### src/rtl/pe_dispatch_ctrl_pkg.sv
// Shared types for the PE dispatch scheduler: instruction/control layouts, FSM and fault codes.
// decode_op resolves one operand against the per-PE issued/written scoreboard.
package pe_sched_pkg;

    localparam logic [2:0] SEL_IMM = 3'd7;

    typedef struct packed {
        logic [3:0] op0;
        logic [3:0] op1;
        logic       use_imm0;
        logic       use_imm1;
        logic [1:0] alu_op;
    } instr_t;

    typedef struct packed {
        logic [2:0] sel0;
        logic [2:0] sel1;
        logic [1:0] alu_op;
    } pe_ctrl_t;

    typedef enum logic [1:0] {
        IDLE  = 2'd0,
        RUN   = 2'd1,
        DRAIN = 2'd2,
        FAULT = 2'd3
    } sched_state_t;

    typedef enum logic [1:0] {
        FC_NONE  = 2'b00,
        FC_FWD   = 2'b01,
        FC_RANGE = 2'b10
    } fault_code_t;

    typedef struct packed {
        logic [2:0]  sel;
        logic [3:0]  imm;
        fault_code_t fc;
        logic        stall;
    } op_dec_t;

    function automatic op_dec_t decode_op(
        input logic [3:0] op,
        input logic       use_imm,
        input logic [7:0] issued,
        input logic [7:0] written,
        input int         num_pe
    );
        op_dec_t    d;
        logic [2:0] idx;
        idx     = op[2:0];
        d.sel   = 3'd0;
        d.imm   = 4'd0;
        d.fc    = FC_NONE;
        d.stall = 1'b0;
        if (use_imm) begin
            d.sel = SEL_IMM;
            d.imm = op;
        end else if (int'(idx) >= num_pe) begin
            d.fc = FC_RANGE;
        end else if (!issued[idx]) begin
            d.fc = FC_FWD;
        end else if (!written[idx]) begin
            d.stall = 1'b1;
        end else begin
            d.sel = idx;
        end
        return d;
    endfunction

endpackage

### src/rtl/pe_dispatch_ctrl_if.sv
// Instruction ingress and PE issue bundle; slave = scheduler, master = instruction source / PE array side.
interface pe_dispatch_ctrl_if #(
    parameter int NUM_PE = 4
);
    import pe_sched_pkg::*;

    logic              instr_valid;
    logic [11:0]       instr_data;
    logic              instr_ready;
    logic              clear;
    logic [NUM_PE-1:0] pe_en;
    pe_ctrl_t          pe_ctrl;
    logic [3:0]        pe_imm0;
    logic [3:0]        pe_imm1;
    logic [NUM_PE-1:0] pe_wb_en;
    logic              busy;
    logic              done;
    logic              fault;
    logic [1:0]        fault_code;

    modport master (
        output instr_valid, instr_data, clear,
        input  instr_ready, pe_en, pe_ctrl, pe_imm0, pe_imm1, pe_wb_en,
               busy, done, fault, fault_code
    );

    modport slave (
        input  instr_valid, instr_data, clear,
        output instr_ready, pe_en, pe_ctrl, pe_imm0, pe_imm1, pe_wb_en,
               busy, done, fault, fault_code
    );

endinterface

### src/rtl/pe_dispatch_ctrl_fifo.sv
// Generic power-of-2 FIFO; head visible combinationally, one-cycle write-to-read latency.
// Pushes while full and pops while empty are ignored; flush empties it in one cycle.
module instr_fifo #(
    parameter int DEPTH = 4,
    parameter int WIDTH = 12
) (
    input  logic             clk,
    input  logic             rst,
    input  logic             i_push,
    input  logic [WIDTH-1:0] i_push_dat,
    input  logic             i_pop,
    input  logic             i_flush,
    output logic [WIDTH-1:0] o_pop_dat,
    output logic             o_full,
    output logic             o_empty
);
    localparam int AW = (DEPTH > 1) ? $clog2(DEPTH) : 1;

    logic [WIDTH-1:0] r_mem [DEPTH];
    logic [AW-1:0]    r_wr_ptr;
    logic [AW-1:0]    r_rd_ptr;
    logic [AW:0]      r_count;
    logic             w_wr;
    logic             w_rd;

    assign o_full    = (r_count == (AW+1)'(DEPTH));
    assign o_empty   = (r_count == '0);
    assign w_wr      = i_push && !o_full;
    assign w_rd      = i_pop && !o_empty;
    assign o_pop_dat = r_mem[r_rd_ptr];

    always_ff @(posedge clk) begin
        if (w_wr) begin
            r_mem[r_wr_ptr] <= i_push_dat;
        end
    end

    always_ff @(posedge clk or posedge rst) begin
        if (rst) begin
            r_wr_ptr <= '0;
            r_rd_ptr <= '0;
            r_count  <= '0;
        end else if (i_flush) begin
            r_wr_ptr <= '0;
            r_rd_ptr <= '0;
            r_count  <= '0;
        end else begin
            if (w_wr) r_wr_ptr <= r_wr_ptr + AW'(1);
            if (w_rd) r_rd_ptr <= r_rd_ptr + AW'(1);
            case ({w_wr, w_rd})
                2'b10:   r_count <= r_count + (AW+1)'(1);
                2'b01:   r_count <= r_count - (AW+1)'(1);
                default: r_count <= r_count;
            endcase
        end
    end

endmodule

### src/rtl/pe_dispatch_ctrl.sv
// In-order PE issue scheduler with operand scoreboard; push-to-issue >= 2 cycles, dependent stall 1 cycle.
// instr_ready is register-derived; optional PE_DISPATCH_PERF_EN adds stall_cycles/issue_count ports.
module pe_dispatch_ctrl
    import pe_sched_pkg::*;
#(
    parameter int NUM_PE     = 4,
    parameter int FIFO_DEPTH = 4,
    parameter int INSTR_W    = 12
) (
    input  logic               clock,
    input  logic               reset,
    pe_dispatch_ctrl_if.slave  bus
`ifdef PE_DISPATCH_PERF_EN
    ,
    output logic [15:0]        stall_cycles,
    output logic [7:0]         issue_count
`endif
);
    localparam logic [1:0] ST_IDLE  = IDLE;
    localparam logic [1:0] ST_RUN   = RUN;
    localparam logic [1:0] ST_DRAIN = DRAIN;
    localparam logic [1:0] ST_FAULT = FAULT;

    logic [1:0]         r_state;
    logic [2:0]         r_pe_idx;
    logic [NUM_PE-1:0]  r_issued;
    logic [NUM_PE-1:0]  r_written;
    logic [NUM_PE-1:0]  r_wb;
    logic               r_fault;
    logic [1:0]         r_fault_code;
    logic               r_done;

    logic [INSTR_W-1:0] w_head_raw;
    instr_t             w_head;
    op_dec_t            w_dec0;
    op_dec_t            w_dec1;
    pe_ctrl_t           w_ctrl;
    logic [1:0]         w_fc;
    logic [NUM_PE-1:0]  w_onehot;
    logic               w_full;
    logic               w_empty;
    logic               w_push;
    logic               w_active;
    logic               w_fault_any;
    logic               w_blocked;
    logic               w_dispatch;
    logic               w_flush;

    assign w_head      = w_head_raw;
    assign w_dec0      = decode_op(w_head.op0, w_head.use_imm0, 8'(r_issued), 8'(r_written), NUM_PE);
    assign w_dec1      = decode_op(w_head.op1, w_head.use_imm1, 8'(r_issued), 8'(r_written), NUM_PE);
    assign w_active    = (r_state == ST_RUN) && !w_empty;
    assign w_fault_any = w_active && ((w_dec0.fc != FC_NONE) || (w_dec1.fc != FC_NONE));
    assign w_fc        = (w_dec0.fc != FC_NONE) ? w_dec0.fc : w_dec1.fc;
    assign w_blocked   = w_dec0.stall || w_dec1.stall;
    // clear outranks both a fault and a dispatch decoded in the same cycle
    assign w_dispatch  = w_active && !w_fault_any && !w_blocked && !bus.clear;
    assign w_flush     = bus.clear || w_fault_any;
    assign w_push      = bus.instr_valid && bus.instr_ready;
    assign w_onehot    = NUM_PE'(1) << r_pe_idx;
    assign w_ctrl      = {w_dec0.sel, w_dec1.sel, w_head.alu_op};

    assign bus.instr_ready = !w_full && (r_state != ST_FAULT);
    assign bus.pe_en       = w_dispatch ? w_onehot : '0;
    assign bus.pe_ctrl     = w_dispatch ? w_ctrl : '0;
    assign bus.pe_imm0     = w_dispatch ? w_dec0.imm : 4'd0;
    assign bus.pe_imm1     = w_dispatch ? w_dec1.imm : 4'd0;
    assign bus.pe_wb_en    = bus.clear ? '0 : r_wb;
    assign bus.busy        = (r_state == ST_RUN) || (r_state == ST_DRAIN);
    assign bus.done        = r_done;
    assign bus.fault       = r_fault;
    assign bus.fault_code  = r_fault_code;

    instr_fifo #(
        .DEPTH (FIFO_DEPTH),
        .WIDTH (INSTR_W)
    ) u_fifo (
        .clk        (clock),
        .rst        (reset),
        .i_push     (w_push),
        .i_push_dat (bus.instr_data),
        .i_pop      (w_dispatch),
        .i_flush    (w_flush),
        .o_pop_dat  (w_head_raw),
        .o_full     (w_full),
        .o_empty    (w_empty)
    );

    always_ff @(posedge clock or posedge reset) begin
        if (reset) begin
            r_state      <= ST_IDLE;
            r_pe_idx     <= 3'd0;
            r_issued     <= '0;
            r_written    <= '0;
            r_wb         <= '0;
            r_fault      <= 1'b0;
            r_fault_code <= 2'b00;
            r_done       <= 1'b0;
        end else if (bus.clear) begin
            r_state      <= ST_IDLE;
            r_pe_idx     <= 3'd0;
            r_issued     <= '0;
            r_written    <= '0;
            r_wb         <= '0;
            r_fault      <= 1'b0;
            r_fault_code <= 2'b00;
            r_done       <= 1'b0;
        end else begin
            r_done    <= 1'b0;
            r_wb      <= '0;
            r_written <= r_written | r_wb;
            case (r_state)
                ST_IDLE: begin
                    if (!w_empty) r_state <= ST_RUN;
                end
                ST_RUN: begin
                    if (w_fault_any) begin
                        r_state      <= ST_FAULT;
                        r_fault      <= 1'b1;
                        r_fault_code <= w_fc;
                    end else if (w_dispatch) begin
                        r_issued <= r_issued | w_onehot;
                        r_wb     <= w_onehot;
                        r_pe_idx <= r_pe_idx + 3'd1;
                        if (r_pe_idx == 3'(NUM_PE - 1)) r_state <= ST_DRAIN;
                    end
                end
                ST_DRAIN: begin
                    // last PE writes back this cycle: program is complete
                    if (r_wb[NUM_PE-1]) begin
                        r_done    <= 1'b1;
                        r_issued  <= '0;
                        r_written <= '0;
                        r_pe_idx  <= 3'd0;
                        r_state   <= ST_IDLE;
                    end
                end
                ST_FAULT: r_state <= ST_FAULT;
                default:  r_state <= ST_IDLE;
            endcase
        end
    end

`ifdef PE_DISPATCH_PERF_EN
    logic        w_stall;
    logic [15:0] r_stall_cycles;
    logic [7:0]  r_issue_count;

    assign w_stall      = w_active && !w_fault_any && w_blocked && !bus.clear;
    assign stall_cycles = r_stall_cycles;
    assign issue_count  = r_issue_count;

    always_ff @(posedge clock or posedge reset) begin
        if (reset) begin
            r_stall_cycles <= 16'd0;
            r_issue_count  <= 8'd0;
        end else if (bus.clear) begin
            r_stall_cycles <= 16'd0;
            r_issue_count  <= 8'd0;
        end else begin
            if (w_stall && (r_stall_cycles != 16'hFFFF)) r_stall_cycles <= r_stall_cycles + 16'd1;
            if (w_dispatch) r_issue_count <= r_issue_count + 8'd1;
        end
    end
`endif

endmodule

### src/flat_wrapper.sv
// flat-port wrapper written by rule: the top's interface ports become plain ports
module pe_dispatch_ctrl_flat import pe_sched_pkg::*;
#(
    parameter int NUM_PE     = 4,
    parameter int FIFO_DEPTH = 4,
    parameter int INSTR_W    = 12
)
  (clock, reset, bus_instr_valid, bus_instr_data, bus_clear, bus_instr_ready, bus_pe_en, bus_pe_ctrl, bus_pe_imm0, bus_pe_imm1, bus_pe_wb_en, bus_busy, bus_done, bus_fault, bus_fault_code);
  pe_dispatch_ctrl_if #(.NUM_PE(NUM_PE)) bus_i ();
  input  logic clock;
  input  logic reset;
  input wire logic [$bits(bus_i.instr_valid)-1:0] bus_instr_valid;
  input wire logic [$bits(bus_i.instr_data)-1:0] bus_instr_data;
  input wire logic [$bits(bus_i.clear)-1:0] bus_clear;
  output wire logic [$bits(bus_i.instr_ready)-1:0] bus_instr_ready;
  output wire logic [$bits(bus_i.pe_en)-1:0] bus_pe_en;
  output wire logic [$bits(bus_i.pe_ctrl)-1:0] bus_pe_ctrl;
  output wire logic [$bits(bus_i.pe_imm0)-1:0] bus_pe_imm0;
  output wire logic [$bits(bus_i.pe_imm1)-1:0] bus_pe_imm1;
  output wire logic [$bits(bus_i.pe_wb_en)-1:0] bus_pe_wb_en;
  output wire logic [$bits(bus_i.busy)-1:0] bus_busy;
  output wire logic [$bits(bus_i.done)-1:0] bus_done;
  output wire logic [$bits(bus_i.fault)-1:0] bus_fault;
  output wire logic [$bits(bus_i.fault_code)-1:0] bus_fault_code;
  assign bus_i.instr_valid = bus_instr_valid;
  assign bus_i.instr_data = bus_instr_data;
  assign bus_i.clear = bus_clear;
  assign bus_instr_ready = bus_i.instr_ready;
  assign bus_pe_en = bus_i.pe_en;
  assign bus_pe_ctrl = bus_i.pe_ctrl;
  assign bus_pe_imm0 = bus_i.pe_imm0;
  assign bus_pe_imm1 = bus_i.pe_imm1;
  assign bus_pe_wb_en = bus_i.pe_wb_en;
  assign bus_busy = bus_i.busy;
  assign bus_done = bus_i.done;
  assign bus_fault = bus_i.fault;
  assign bus_fault_code = bus_i.fault_code;
  pe_dispatch_ctrl #(.NUM_PE(NUM_PE), .FIFO_DEPTH(FIFO_DEPTH), .INSTR_W(INSTR_W)) u_core (.clock(clock), .reset(reset), .bus(bus_i));
endmodule
### config.mk
export PLATFORM = sky130hd
export DESIGN_NAME = pe_dispatch_ctrl_flat
export DESIGN_NICKNAME = d
export VERILOG_FILES = /design/src/rtl/pe_dispatch_ctrl_pkg.sv /design/src/rtl/pe_dispatch_ctrl_if.sv /design/src/rtl/pe_dispatch_ctrl_fifo.sv /design/src/rtl/pe_dispatch_ctrl.sv /design/src/flat_wrapper.sv
export SDC_FILE = /design/constraint.sdc
export NUM_CORES = 1
export LEC_CHECK = 0
export CORE_ASPECT_RATIO = 0.6
export CORE_UTILIZATION = 35
export CTS_BUF_LIST = sky130_fd_sc_hd__clkbuf_2 sky130_fd_sc_hd__clkbuf_4 sky130_fd_sc_hd__clkbuf_8
export DETAILED_ROUTE_END_ITERATION = 8
export GPL_ROUTABILITY_DRIVEN = 1
export PLACE_DENSITY = 0.58
export SLEW_MARGIN = 20
export SYNTH_ARGS = -nofsm -noshare
export SYNTH_HDL_FRONTEND = slang
export SYNTH_HIERARCHICAL = 1
export SYNTH_SLANG_ARGS = --single-unit
### constraint.sdc
create_clock -name clock -period 4.95 [get_ports clock]
set_input_delay 0.7425 -clock clock [delete_from_list [all_inputs] [get_ports clock]]
set_output_delay 0.7425 -clock clock [all_outputs]
set_load 0.01 [all_outputs]
# Yosys cells after proc, flatten, opt, wreduce, memory -nomap -nowiden
# Memory sizes are Yosys's and may differ from the RTL's.
# Index checks and enable logic that the tools add are counted.
# totals
regBits	28
latchBits	0
elab_cells	145
inputBits	16
mem_bits_ro	0
n_memories	1
mem_bits_rw	48
out_inout_bits	30
# memory_table
memory	depth	width	read_ports	rd_ports_with_merged_regs	wr	line_no	rtl
u_core.u_fifo.r_mem	4	12	1	0	1	pe_dispatch_ctrl_fifo.sv:19	logic [WIDTH-1:0] r_mem [DEPTH];
# classes
muxes	76
addsub	5
eq_ne	14
div_mod_pow	0
shift	1
reduce_logical	31
bitwise_logic	2
mul	0
order_cmp	4
# ops
operator	n
2-to-1 mux 4 bit	16
2-to-1 mux 3 bit	15
2-to-1 mux 2 bit	16
2-to-1 mux 1 bit	20
binary-select mux 1 bit (select 3 bit)	4
case mux 3 bit (2 select lines)	2
nonzero test 2 bit	6
logical AND 1 bit	9
inequality test 3 bit (second input constant)	3
less-than comparator 3 x 4 -> 1 bit (second input constant)	2
2-to-1 mux 8 bit	1
inequality test 4 x 3 -> 1 bit (second input constant)	2
bitwise OR 4 bit	2
case mux 2 bit (4 select lines)	1
case mux 4 bit (2 select lines)	1
AND reduction 4 bit	2
adder 3 x 1 -> 3 bit (second input constant)	2
equality test 2 bit (second input constant)	3
>= comparator 3 bit (second input constant)	2
nonzero test 3 bit	2
logical NOT 1 bit	5
adder 2 x 1 -> 2 bit (second input constant)	2
equality test 2 x 1 -> 1 bit (second input constant)	2
logical OR 1 bit	4
other kinds (9)	9

# Depth between registers and ports, before layout
# Gate-level depths: netlist (run 1).
# An unclocked memory read counts as a cell.
# logic_depth
depth_word	18
mapped_depth	17
depth_no_buf	12

# Modules after synthesis
# The synthesis (run 1) kept the hierarchy.
# modules_own_cells
mod	instances	seq_area_each_um2	area_per_inst_um2	cells_each
instr_fifo	1	1616.6	2342.2	130
pe_dispatch_ctrl	1	525.5	1468.9	167

# Worst setup path before layout (run 1)
# Ideal clock, no wire load.
# synth_timing
path_kind	flip-flop to flip-flop
startpoint	register u_core.u_fifo.r_rd_ptr[0]
endpoint	register u_core.u_fifo.r_count[1]
period_less_slack_ns	4.072
path_slack_ns	0.878
path_stages_with_launch	16
required_ns	4.815
arrival_time_ns	3.937
cell_sequence	dfrtp_1 > buf_2 > buf_6 > mux4_2 > mux4_2 > nor4b_1 > or4b_4 > or3_4 > inv_2 > buf_2 > buf_2 > o31ai_1 > a21oi_1 > fa_1 > o2111ai_1 > a211oi_1
# synth_rtl
item	line_no	rtl
start: declaration	pe_dispatch_ctrl_fifo.sv:21	logic [AW-1:0] r_rd_ptr;
start signal: assignment	pe_dispatch_ctrl_fifo.sv:49	if (w_rd) r_rd_ptr <= r_rd_ptr + AW'(1);
end signal: assignment	pe_dispatch_ctrl_fifo.sv:51	2'b10: r_count <= r_count + (AW+1)'(1);
end signal: assignment	pe_dispatch_ctrl_fifo.sv:52	2'b01: r_count <= r_count - (AW+1)'(1);
end signal: assignment	pe_dispatch_ctrl_fifo.sv:53	default: r_count <= r_count;
end: declaration	pe_dispatch_ctrl_fifo.sv:22	logic [AW:0] r_count;

==> impl_results.md, run 1 <==
* Synth Flop Type: edfxtp_1
* Vias at between 2000 and 2500
* Worst hold path type: flip-flop to flip-flop
* Largest net degree at the start of global routing at 22
* Sw Share at ~27%
* Syn Inst Count at 297
* DRC violations left at 0
* Avg WL per Cell at between 15 and 20 um
* Sw power at a little under 0.4 mW
* Final net count at 371
* Max Cap Viol at 0
* Mean Syn Cell Area at ~13 um^2
* DIE WIDTH at roughly 140 um
* CP endpoint kind: output pin
* Pwr/cell area at about 320 nW/um^2
* First-pass GRT wire length at 13100 um
* Synthesized Nets at 328
* CP max-delay cell: mux4_2
* CTS Sinks at 76
* Leakage at ~1.7 nW
* Worst skew pair latency at approximately 0.34 ns
* Post-Syn Area at between 3000 and 4000 um^2
* TritonCTS clock tree: done
* Power, Total at 1.47 mW
* Clk pwr share at 31.7%
* Tightest Pin Transition at just over 0.8 ns
* Part of the Yosys area used for sequential elements at 56.2%
* Post-Route WL at just over 8000 um
* Cts hold-fix bufs at 0
* GR Overflow Total at 0
* Std-Cell Rows at 29
* Nature of the critical path startpoint: flip-flop
* CTS max path bufs at 2
* Total CTS buffers at 9
* ANT cells at 0
* Period utilisation layout at a little over nine tenths
* Worst Reg-to-Reg Cells at 13
* Vias in the first global route at around 2400
* P_int at roughly 1.1 mW
* Peak Freq at between 0.2 and 0.25 GHz
* Largest delay share family, worst path: simple AND/OR/NAND/NOR gates
* Hold path cells at 2
* Outcome: completed
* Worst hold endpoint: u_core/r_written[1]$_DFF_PP0_
* Logic pwr share at ~18%
* Post-CTS setup buffers at 0
* Netlist cell types at 58
* P&R area growth vs syn at 19.9%
* Number of synthesized flops with an enable pin at 48
* RD Place Congestion at roughly 0.8
* All-Layer GR Usage at between 15 and 20%
* Headroom to the max-slew limit at 44.5%
* CP max FO at 14
* Initial antenna violation count at 0
* Drt pass-1 iters at 4
* H-tree levels at 3
* Antenna Violating Nets Remaining at 0
* Chip height at 82.8 um
* RR Endpoint: u_core/u_fifo/r_count[1]$_DFFE_PP0P_
* Die area at 11300 um^2
* PortBufs at 45
* Required @ worst endpoint at between 4 and 5 ns
* Hold Violations, Final at 0
* Synth async-reset ratio at a little under two fifths
* Buf+Inv Stages, Crit Path at 3
* Vias per cell at 5.04
* R2r setup slk at 0.74 ns
* Starting Density at a little over a third
* Clock root cell: clkbuf_8
* Maximum VDD drop at 0.142 mV
* RSZ-0062 raised after global routing: false
* Initial DRC count at 180
* Critical path class: flip-flop to output pin
* Min Tclk post-route at 4.71 ns
* Resized cells post-CTS at 0
* Setup Skew at 0.00799 ns
* Post-DP HPWL at approximately 5700 um
* TNS Setup at 0 ns
* Crit-path cells: buf_6, mux4_2, nor2b_1, a22o_1, or4b_4, or3_4, clkinv_2, and3_1, clkdlybuf4s50_1
* Max-slew violations at 0
* Commonest non-fill, non-tap cell in the layout: edfxtp_1
* Yosys Warn Count at 6
* RR Startpoint: u_core/u_fifo/r_rd_ptr[0]$_DFFE_PP0P_
* #FFs+latches synth at 76
* Placed cells at about 470
* Fraction of layout cells with a size suffix above 1 at around 15%
* Layout Cells excl Fill at ~480
* CP max stage delay at around 0.66 ns
* Hold path start: u_core/r_wb[1]$_DFF_PP0_
* Setup Viol. Count Final at 0
* Most frequent cells in the layout: 48 x edfxtp_1, 45 x clkdlybuf4s50_1, 34 x nor2_1, 28 x dfrtp_1, 19 x inv_1
* Io pins at 46
* Worst-path clk slew at about 0.080 ns
* Core area at 10600 um^2
* Register share of total power at 50.6%
* WP data arrival at 3.97 ns
synthesized netlist by cell type (2+ instances only):
master | number | area, um^2
mux2i_1 | 4 | 40.0
o21ai_2 | 2 | 17.5
edfxtp_1 | 48 | 1440
dfrtp_1 | 28 | 701
nand2b_1 | 5 | 31.3
buf_2 | 9 | 45.0
nor2b_1 | 7 | 43.8
nand3b_1 | 2 | 15.0
a211oi_1 | 2 | 15.0
a21boi_0 | 3 | 22.5
nor3b_1 | 2 | 15.0
o21ai_0 | 5 | 25.0
o21bai_1 | 4 | 30.0
and3_2 | 4 | 30.0
o31ai_1 | 2 | 15.0
nand3_1 | 4 | 20.0
nor2_1 | 34 | 128
inv_1 | 19 | 71.3
and2_1 | 9 | 56.3
o21a_1 | 4 | 30.0
clkbuf_1 | 4 | 15.0
o311ai_0 | 2 | 17.5
xor2_1 | 2 | 17.5
mux2_2 | 3 | 33.8
nand2_1 | 9 | 33.8
mux4_2 | 13 | 293
or2_2 | 4 | 25.0
ha_1 | 14 | 175
and3_1 | 8 | 50.1
buf_6 | 3 | 33.8
a21oi_1 | 11 | 55.1
metrics by stage:
stage          setup slack, ns  instance area, um^2  hold WS (ns)  util [%]
6_report                 0.241                 4570         0.504      43.1
3_3_place_gp             0.521                 4370         0.471      41.2
5_1_grt                 0.0341                 4570         0.538      43.1
2_1_floorplan            0.878                 3810         0.458         -
3_5_place_dp             0.464                 4370         0.481      41.2
4_1_cts                 0.0746                 4560         0.515      43.1
flip-flops by register name, indices dropped and copies added, names as in the netlist:
signal and count:
u_core/u_fifo/r_wr_ptr 2, u_core/bus.fault 1, u_core/u_fifo/r_count 3, u_core/u_fifo/r_rd_ptr 2, u_core/bus.done 1, u_core/r_written 4, u_core/r_state 2, u_core/u_fifo/r_mem 48
u_core/r_wb 4, u_core/r_issued 4, u_core/r_pe_idx 3, u_core/bus.fault_code 2
worst register-to-register path: cells and delay by family, from the launching register on:
| family | cells | cell delay (ns) |
|---|---|---|
| buffers and inverters | 3 | 0.66 |
| flip-flops | 1 | 0.43 |
| adder cells (fa/ha/maj) | 1 | 0.47 |
| AO/OA/AOI/OAI | 4 | 0.57 |
| AND/OR/NAND/NOR | 4 | 1.30 |
| multiplexers | 1 | 0.66 |
layout make-up:
type,instances,area [um^2]
multi-input cells,183,1480
clock buffers,10,131
well taps,139,174
clock inverters,6,63.8
repair buffers,49,484
inverters,21,92.6
flip-flops and latches,76,2140
fillers,990,6030
logic make-up (layout without fill, tap and decap cells):
kind of cell / count (synthesis) / after routing / synth area share [%]
and+or+nand+nor: 94 / 94 / 13.2
adders and majority gates: 15 / 15 / 5.12
buffers and inverters: 38 / 86 / 4.96
DFF: 76 / 76 / 56.2
AOI/OAI and AO/OA: 49 / 49 / 9.19
muxes: 22 / 22 / 10.6
xor gates and xnor gates: 3 / 3 / 0.690
layer usage:
metal  track usage, %  wire, um  part of all wire [%]
met1             24.5      4310                    54
met2             19.7      3220                    40
met3             5.19       495                   6.1
met4             3.84        25                  0.31
met5                0         0                     0
worst max path at each step:
stage                                                startpoint                                    to  cells after the start
after floorplan           u_core/u_fifo/r_rd_ptr[0]$_DFFE_PP0P_  u_core/u_fifo/r_count[1]$_DFFE_PP0P_                     15
after global placement    u_core/u_fifo/r_rd_ptr[0]$_DFFE_PP0P_                          bus_pe_en[3]                      9
after detailed placement  u_core/u_fifo/r_rd_ptr[0]$_DFFE_PP0P_                          bus_pe_en[3]                      9
after CTS                 u_core/u_fifo/r_rd_ptr[0]$_DFFE_PP0P_                          bus_pe_en[3]                      9
after global routing      u_core/u_fifo/r_rd_ptr[0]$_DFFE_PP0P_                        bus_pe_imm1[1]                      9
final                     u_core/u_fifo/r_rd_ptr[0]$_DFFE_PP0P_                        bus_pe_imm1[1]                      9
power groups by stage:
stage	clock [mW]	sequential [mW]	combinational, mW
global route	0.510	0.751	0.287
detailed placement	0	0.759	0.261
floorplan	0	0.752	0.180
CTS	0.481	0.745	0.262
finish	0.467	0.745	0.260
global placement	0	0.758	0.258
(Power assumes the default switching activity.)
==> run 2: changes to the inputs <==
--- a/config.mk
+++ b/config.mk
@@ -6,11 +6,11 @@
 export NUM_CORES = 1
 export LEC_CHECK = 0
 export CORE_ASPECT_RATIO = 0.6
-export CORE_UTILIZATION = 35
+export CORE_UTILIZATION = 25
 export CTS_BUF_LIST = sky130_fd_sc_hd__clkbuf_2 sky130_fd_sc_hd__clkbuf_4 sky130_fd_sc_hd__clkbuf_8
 export DETAILED_ROUTE_END_ITERATION = 8
 export GPL_ROUTABILITY_DRIVEN = 1
-export PLACE_DENSITY = 0.58
+export PLACE_DENSITY = 0.46
 export SLEW_MARGIN = 20
 export SYNTH_ARGS = -nofsm -noshare
 export SYNTH_HDL_FRONTEND = slang
==> impl_results.md, run 2 (synthesized netlist as in run 1, its figures left out) <==
* Max Cap Viol at 0 (unchanged)
* Antenna Violating Nets Remaining at 0 (unchanged)
* Io pins at 46 (unchanged)
* Avg WL per Cell at 16.0 um (-4.1%)
* DRC violations left at 0 (unchanged)
* Footprint of the multi-input gates at 1480 um^2 (unchanged)
* TritonCTS clock tree: done
* Required @ worst endpoint at 4.21 ns (about the same)
* Max reg flops at 48 (unchanged)
* Initial DRC count at 195 (+8.3%)
* H-tree levels at 3 (unchanged)
* Core Util, Final at 31.5% (-12 points)
* Storage cell area at 2140 um^2 (unchanged)
* Chip height at 97.6 um (+18%)
* Die area at 15800 um^2 (+39%)
* Critical path class: flip-flop to output pin
* Initial antenna violation count at 0 (unchanged)
* Total CTS buffers at 9 (unchanged)
* P_int at 1.06 mW (-1.3%)
* Largest net degree at the start of global routing at 22 (unchanged)
* Design area at 4630 um^2 (+1.3%)
* Setup Skew at 0.00830 ns (+0.000311 ns)
* Final net count at 372 (+0.27%)
* Drt pass-1 iters at 4 (unchanged)
* Max-slew violations at 0 (unchanged)
* ANT cells at 0 (unchanged)
* P&R area growth vs syn at 21.5%
* GR Overflow Total at 0 (unchanged)
* Post-Route WL at 8650 um (+7.4%)
* Power, Total at 1.46 mW (-1.1%)
* Starting Density at 26.0% (-10 points)
* Post-CTS setup buffers at 0 (unchanged)
* Headroom to the max-slew limit at 43.6% (-0.90 points)
* Most flop-heavy register: u_core/u_fifo/r_mem
* Placed cell areas at 4450 um^2 (+1.9%)
* Pwr/cell area at 315 nW/um^2 (-2.4%)
* Resized cells post-CTS at 0 (unchanged)
* Tightest Pin Transition at 0.845 ns (+0.0134 ns)
* Fraction of layout cells with a size suffix above 1 at 15.4% (+0.045 points)
* Vias at 2399 (-1.6%)
* Post-DP HPWL at 6490 um (+13%)
* Outcome: completed
* Cts hold-fix bufs at 0 (unchanged)
* PortBufs at 45 (unchanged)
* Period utilisation layout at 95.5% (+0.33 points)
* CTS max path bufs at 2 (unchanged)
* CP max FO at 14 (unchanged)
* DIE WIDTH at 161 um (+18%)
* WP data arrival at 3.98 ns (about the same)
* Hold Violations, Final at 0 (unchanged)
* Clock root cell: clkbuf_8
* Clk pwr share at 30.9% (-0.8 points)
* Min Tclk post-route at 4.72 ns (+0.0162 ns)
* CTS Sinks at 76 (unchanged)
* Sw Share at 27.2% (+0.14 points)
* Logic pwr share at 17.9% (+0.2 points)
* Peak Freq at 0.212 GHz (-0.34%)
* All-Layer GR Usage at 11.9% (-3.6 points)
* CP endpoint kind: output pin
* Vias per cell at 4.43 (-12%)
* Register share of total power at 51.1% (+0.5 points)
* Worst hold path type: flip-flop to flip-flop
* Fillers at 1483 (+50%)
* Commonest non-fill, non-tap cell in the layout: edfxtp_1
* Sw power at 0.396 mW (-0.55%)
* TNS Setup at 0 ns (unchanged)
* Most frequent cells in the layout: 48 x edfxtp_1, 45 x clkdlybuf4s50_1, 34 x nor2_1, 28 x dfrtp_1, 19 x inv_1
* First-pass GRT wire length at 13800 um (+5.6%)
* Maximum VDD drop at 0.111 mV (-22%)
* Leakage at 1.74 nW (-0.34%)
* Worst-path clk slew at 0.07 ns (about the same)
* Std-Cell Rows at 34 (+17%)
* Nature of the critical path startpoint: flip-flop
* Core area at 14700 um^2 (+39%)
* Vias in the first global route at 2381 (+0.25%)
* RD Place Congestion at 0.746 (-6.4%)
* Setup Viol. Count Final at 0 (unchanged)
* Worst skew pair latency at 0.35 ns (about the same)
* RSZ-0062 raised after global routing: false
run 2: changes by cell type in the layout (fill, tap and decap cells not counted):
cell,previous run,this run
clkinv_4,1,0
clkbuf_4,1,0
clkinv_1,1,0
clkinv_2,2,3
clkinvlp_4,1,2
buf_4,3,5
inv_6,1,0
buf_6,1,0
run 2: area by class of cell:
type / count / share of cell area [%]
sequential: 76 / 46.3
clock buffer: 9 / 2.68
timing repair buffer: 50 / 10.5
multi-input combinational: 183 / 32.0
inverter: 21 / 2.00
clock inverter: 5 / 1.19
tap: 198 / 5.35
run 2: final timing paths:
path,cells past startpoint,slack (ns),end,start
max,9,0.23,bus_pe_en[3],u_core/u_fifo/r_rd_ptr[0]$_DFFE_PP0P_
max reg2reg,13,0.78,u_core/u_fifo/r_count[1]$_DFFE_PP0P_,u_core/u_fifo/r_rd_ptr[0]$_DFFE_PP0P_
min reg2reg,2,0.51,u_core/r_written[2]$_DFF_PP0_,u_core/r_wb[2]$_DFF_PP0_
min in group asynchronous,2,0.71,u_core/u_fifo/r_wr_ptr[1]$_DFFE_PP0P_,reset
min,2,0.51,u_core/r_written[2]$_DFF_PP0_,u_core/r_wb[2]$_DFF_PP0_
max in group asynchronous,2,3.50,u_core/r_issued[0]$_DFFE_PP0P_,reset
run 2: through the flow:
step	std cells	setup slack [ns]	hold WS, ns
after floorplan	297	0.878	0.458
after global placement	528	0.540	0.481
after detailed placement	528	0.499	0.489
after CTS	542	0.102	0.512
after global routing	542	0.00877	0.528
final	542	0.225	0.508
run 2: worst max-delay path, stage by stage (launching register included):
cell and delay, ns:
dfrtp_1 0.47, buf_4 0.21, mux4_2 0.59, mux4_2 0.33, nor4b_1 0.17, or4b_4 0.50, or3_4 0.43, clkinv_2 0.20
and2_1 0.19, clkdlybuf4s50_1 0.54
run 2: routing by layer:
metal	share of wire, %	GRT usage, %	up-vias
li1	-	-	1161
met1	54	18.7	1169
met2	39	14.5	65
met3	6.3	4.61	4
met4	0.73	2.61	0
met5	0	0	-
run 2: power groups by stage:
| stage | Sequential [mW] | Clock (mW) | Combinational (mW) |
|---|---|---|---|
| after floorplan | 0.752 | 0 | 0.180 |
| after global placement | 0.759 | 0 | 0.264 |
| after detailed placement | 0.760 | 0 | 0.265 |
| after CTS | 0.746 | 0.465 | 0.266 |
| after global routing | 0.749 | 0.494 | 0.293 |
| final | 0.745 | 0.451 | 0.261 |
